$ cat src/rtl/ysyx_23060201_ifu_prefetch.sv
// Instruction-fetch unit: sequential PC generation, one-outstanding memory request,
// DEPTH-entry prefetch FIFO towards the IDU, flushed on redirect.
//
// Handshakes: a request transfers when mem_req_valid && mem_req_ready, an instruction
// transfers when inst_valid && inst_ready, and mem_rsp_valid is a single-cycle strobe that
// completes the one outstanding request. Valid is never withdrawn before it transfers,
// except for mem_req_valid on redirect or reset.
module ysyx_23060201_ifu_prefetch #(
    parameter int               ADDR_W   = 32,
    parameter int               INST_W   = 32,
    parameter int               DEPTH    = 4,
    parameter logic [ADDR_W-1:0] RESET_PC = 32'h8000_0000
) (
    input  logic                     clk,
    input  logic                     rst,
    input  logic                     fetch_en,
    input  logic                     redirect_valid,
    input  logic [ADDR_W-1:0]        redirect_pc,
    output logic                     mem_req_valid,
    input  logic                     mem_req_ready,
    output logic [ADDR_W-1:0]        mem_req_addr,
    input  logic                     mem_rsp_valid,
    input  logic [INST_W-1:0]        mem_rsp_data,
    input  logic                     mem_rsp_err,
    output logic                     inst_valid,
    input  logic                     inst_ready,
    output logic [INST_W-1:0]        inst,
    output logic [ADDR_W-1:0]        inst_pc,
    output logic                     inst_err,
    output logic [$clog2(DEPTH):0]   fifo_count,
    output logic [1:0]               dbg_state
);

    localparam int PTR_W = $clog2(DEPTH);
    localparam int CNT_W = PTR_W + 1;
    localparam logic [ADDR_W-1:0] PC_STEP = ADDR_W'(INST_W / 8);
    localparam logic [CNT_W-1:0]  DEPTH_C = CNT_W'(DEPTH);

    typedef enum logic [1:0] {
        S_IDLE  = 2'd0,
        S_REQ   = 2'd1,
        S_WAIT  = 2'd2,
        S_DRAIN = 2'd3
    } state_e;

    state_e             state_q, state_d;
    logic [ADDR_W-1:0]  fetch_pc_q, fetch_pc_d;
    logic [CNT_W-1:0]   count_q, count_d;
    logic [PTR_W-1:0]   wr_ptr_q, wr_ptr_d;
    logic [PTR_W-1:0]   rd_ptr_q, rd_ptr_d;

    logic [INST_W-1:0]  data_mem_q [DEPTH];
    logic [ADDR_W-1:0]  pc_mem_q   [DEPTH];
    logic               err_mem_q  [DEPTH];

    logic               push;
    logic               pop;
    logic               head_valid;
    logic [CNT_W-1:0]   cnt_after_pop;
    logic               has_space;
    logic               space_after_push;
    state_e             resume_state;

    assign head_valid = (count_q != '0);

    always_comb begin
        pop              = head_valid && inst_ready;
        cnt_after_pop    = count_q - CNT_W'(pop);
        has_space        = cnt_after_pop < DEPTH_C;
        space_after_push = (cnt_after_pop + CNT_W'(1)) < DEPTH_C;
        resume_state     = fetch_en ? S_REQ : S_IDLE;

        push       = 1'b0;
        state_d    = state_q;
        fetch_pc_d = fetch_pc_q;

        case (state_q)
            S_IDLE: begin
                if (fetch_en && has_space) state_d = S_REQ;
            end
            S_REQ: begin
                if (mem_req_ready) state_d = S_WAIT;
            end
            S_WAIT: begin
                if (mem_rsp_valid) begin
                    push       = 1'b1;
                    fetch_pc_d = fetch_pc_q + PC_STEP;
                    state_d    = (fetch_en && space_after_push) ? S_REQ : S_IDLE;
                end
            end
            S_DRAIN: begin
                if (mem_rsp_valid) state_d = resume_state;
            end
            default: state_d = S_IDLE;
        endcase

        // Redirect wins over push; a request still in flight must be drained first.
        if (redirect_valid) begin
            push       = 1'b0;
            fetch_pc_d = redirect_pc;
            case (state_q)
                S_IDLE:  state_d = resume_state;
                S_REQ:   state_d = mem_req_ready ? S_DRAIN : resume_state;
                default: state_d = mem_rsp_valid ? resume_state : S_DRAIN;
            endcase
        end

        if (redirect_valid) begin
            count_d  = '0;
            wr_ptr_d = '0;
            rd_ptr_d = '0;
        end else begin
            count_d  = count_q + CNT_W'(push) - CNT_W'(pop);
            wr_ptr_d = wr_ptr_q + PTR_W'(push);
            rd_ptr_d = rd_ptr_q + PTR_W'(pop);
        end
    end

    always_ff @(posedge clk or negedge rst) begin
        if (!rst) begin
            state_q    <= S_IDLE;
            fetch_pc_q <= RESET_PC;
            count_q    <= '0;
            wr_ptr_q   <= '0;
            rd_ptr_q   <= '0;
        end else begin
            state_q    <= state_d;
            fetch_pc_q <= fetch_pc_d;
            count_q    <= count_d;
            wr_ptr_q   <= wr_ptr_d;
            rd_ptr_q   <= rd_ptr_d;
        end
    end

    // Storage needs no reset: the head outputs are gated by head_valid.
    always_ff @(posedge clk) begin
        if (push) begin
            data_mem_q[wr_ptr_q] <= mem_rsp_data;
            pc_mem_q[wr_ptr_q]   <= fetch_pc_q;
            err_mem_q[wr_ptr_q]  <= mem_rsp_err;
        end
    end

    assign mem_req_valid = (state_q == S_REQ);
    assign mem_req_addr  = fetch_pc_q;
    assign inst_valid    = head_valid;
    assign inst          = head_valid ? data_mem_q[rd_ptr_q] : '0;
    assign inst_pc       = head_valid ? pc_mem_q[rd_ptr_q]   : '0;
    assign inst_err      = head_valid ? err_mem_q[rd_ptr_q]  : 1'b0;
    assign fifo_count    = count_q;
    assign dbg_state     = state_q;

endmodule

$ cat config.mk
export PLATFORM = sky130hd
export DESIGN_NAME = ysyx_23060201_ifu_prefetch
export DESIGN_NICKNAME = d
export VERILOG_FILES = /design/src/rtl/ysyx_23060201_ifu_prefetch.sv
export SDC_FILE = /design/constraint.sdc
export NUM_CORES = 1
export LEC_CHECK = 0
export CAP_MARGIN = 40
export CORE_UTILIZATION = 54
export CTS_CLUSTER_DIAMETER = 30
export DETAILED_ROUTE_END_ITERATION = 8
export PLACE_DENSITY = 0.84
export SYNTH_ARGS = -nofsm -noshare
export SYNTH_HDL_FRONTEND = slang
export SYNTH_SLANG_ARGS = --single-unit
$ cat constraint.sdc
create_clock -name clk -period 10.3 [get_ports clk]
set_input_delay 1.545 -clock clk [delete_from_list [all_inputs] [get_ports clk]]
set_output_delay 1.545 -clock clk [all_outputs]
set_load 0.03 [all_outputs]
==> impl_results.md <==
* H-Tree Depth at 2
* Net Count, Synth at 761
* Placed cells at 1114
* First-pass GRT wire length at 41.49 mm
* Worst endpoint required time at 8.76 ns
* VDD IR max at 128.7 uV
* Area of the multi-input gates at 3187 um^2
* Grt ovf at 0
* Measured slew at the worst slew-check pin at 0.6150 ns
* Via density per instance at 5.752
* Post-route ant nets at 0
* Slew HR at 59.00%
* Post-synth top area share at 64.07%
* RSZ-0062 raised after global routing: no
* CTS tree: done
* Final std cells w/o fill at 1223
* Via count at 7035
* Synth warn at 0
* Max Cap Viol at 0
* Reg area at 8842 um^2
* Fillers at 1226
* Die Footprint at 23170 um^2
* WL final at 26.45 mm
* Async SR Flop Fraction at 13.62%
* Vias in the first global route at 7428
* DR iter-0 viols at 499
* # DRC at 12
* TritonCTS buffer count at 58
* Synth Instances at 683
* Initial DRT Pass Iterations at 7
* Synth top area cells: edfxtp_1 64%, mux4_2 12%, dfrtp_1 8.2%
* Syn Std Cell Area at 12190 um^2
* Worst Path Max Fanout at 41
* Setup Buffers After CTS at 0
* Worst Skew at 0.01653 ns
* WS Path Type: reg2out
* Clock buffer depth at 3
* Layout Cell Area excl Fill at 16500 um^2
* Clock transition at path regs at 0.05 ns
* Largest net degree at the start of global routing at 68
* HP Class: reg2reg
* ANT cells at 0
* Die width at 152.2 um
* Hold Slack at 0.5689 ns
* Most common cell after layout, fill and taps aside: edfxtp_1
* F_max at 209.3 MHz
* Netlist cell types at 45
* Wire length per cell at 21.63 um
* Share of layout cells above drive strength 1 at 20.15%
* Initial antenna violation count at 0
* # rows at 54
* Tot Pwr at 4.588 mW
* Placer's final routability congestion estimate at 0.7795
* CP endpoint kind: output port
* Status: complete, but fails checks
* Layout net count at 972
* Failing checks: DRC
* Sequential element share of the synthesized area at 72.49%
* Dpl hpwl at 14.57 mm
* Die H at 152.2 um
* Period minus WS final at 4.779 ns
* I/O Buffers at 175
* Cts hold-fix bufs at 0
* Hold Violations, Final at 0
* Critical Path Slowest Stage Cell: dfrtp_4
* Leak at 5.570 nW
* Number of synthesized flops with an enable pin at 260
* Synthesis-stage register bit count at 301
* Initial Util at 55.50%
* Power Density at 278.0 nW/um^2
* Setup Viol. Count Final at 0
* Largest area contributor in the netlist: edfxtp_1
* Core area at 21960 um^2
* GRT Overall Usage at 23.48%
* IO Count at 176
* Clk Tree Root Cell: clkbuf_16
* Dpl cell area at 14410 um^2
* Critical path arrival at 3.23 ns
* Main synth FF type: edfxtp_1
* Final worst path period share at 46.39%
* CP startpoint kind: flop
* Final Max Tran Viols at 0
* Slowest stage delay, CP at 0.68 ns
* PostCTS Resize Cnt at 0
* Most frequent cells in the layout: 260 x edfxtp_1, 174 x clkdlybuf4s50_1, 65 x mux4_2, 65 x and2_1, 61 x clkbuf_16
* Final TNS setup at 0 ns
* Sink Count at 301
* Layout area overhead at 35.39%
* Clk_lat worst skew at 0.54 ns
* Cells along the critical path: buf_4 > buf_16 > mux4_2 > and2_1 > clkdlybuf4s50_1
* Synth Area per Inst at 17.84 um^2
## worst max-delay path: cells and delay by family, from the launching register on
kind | cells | cell delay [ns]
simple gates | 1 | 0.19
buf+inv | 3 | 1.20
flops | 1 | 0.68
mux | 1 | 0.60
## path summary, 6_finish.rpt
kind	start	end	slack, ns	cells after the start
hold / removal	mem_req_addr[1]	pc_mem_q[0][1]	0.57	0
min in group asynchronous	rst	mem_req_addr[10]	0.86	1
setup reg to reg	fifo_count[2]	fifo_count[2]	7.53	10
setup / recovery	rd_ptr_q[0]	inst[31]	5.52	5
hold reg to reg	mem_req_addr[1]	pc_mem_q[0][1]	0.57	0
max in group asynchronous	rst	mem_req_addr[31]	8.91	2
## registers in the layout, indices dropped and copies added (netlist names)
signal,count
data_mem_q,128
pc_mem_q,128
mem_req_addr,32
err_mem_q,4
fifo_count,3
dbg_state,2
rd_ptr_q,2
wr_ptr_q,2
## through the flow
| step | setup WS (ns) | utilization, % |
|---|---|---|
| CTS | 5.454 | 75.14 |
| detailed placement | 5.969 | 65.61 |
| floorplan | 0.8724 | - |
| finish | 5.522 | 75.14 |
| global route | 5.370 | 75.14 |
| global placement | 5.814 | 64.71 |
## power by group
part	internal, mW	switching (mW)
clock	1.37	0.609
combinational	0.538	0.606
sequential	1.38	0.0832
total	3.29	1.30
## layer usage
layer | part of all wire, % | vias to the layer above | global-route usage [%]
met4 | 2.0 | 0 | 7.580
met3 | 5.8 | 44 | 4.352
met2 | 51 | 271 | 39.26
li1 | - | 3145 | -
met1 | 41 | 3575 | 31.49
met5 | 0 | - | 0
## Yosys cell counts (3+ instances only)
cell      instances
a31oi_1          16
and2_1           65
and3_1            4
buf_2             9
clkbuf_1         27
dfrtp_1          40
edfxtp_1        260
ha_1              5
inv_1            10
mux2_2            3
mux4_2           65
nand2_1          27
nand3_1           8
nand4_1           8
nor2_1           27
nor2b_1           3
nor3_1            6
nor3b_1           3
nor4_1            5
o21ai_0          20
o31ai_1          11
or3_1             6
or4_1            13
xnor2_1          17
## cells by family after synthesis
family / Yosys count / share of synthesized area, %
multiplexers: 69 / 12.37
AND/OR/NAND/NOR: 186 / 8.737
XOR/XNOR: 19 / 1.366
AO/OA/AOI/OAI: 54 / 2.782
flip-flops: 301 / 72.49
adder cells (fa/ha/maj): 6 / 0.6776
buffers and inverters: 48 / 1.571
## final cells by class
| type | count | area share [%] |
|---|---|---|
| Clock buffer | 65 | 9.343 |
| Clock inverter | 44 | 3.344 |
| Inverter | 10 | 0.2275 |
| Multi-Input combinational cell | 334 | 19.31 |
| Sequential cell | 301 | 53.59 |
| Tap cell | 280 | 2.123 |
| Timing Repair Buffer | 189 | 12.06 |
No activity file was read; power rests on OpenSTA's default activity.
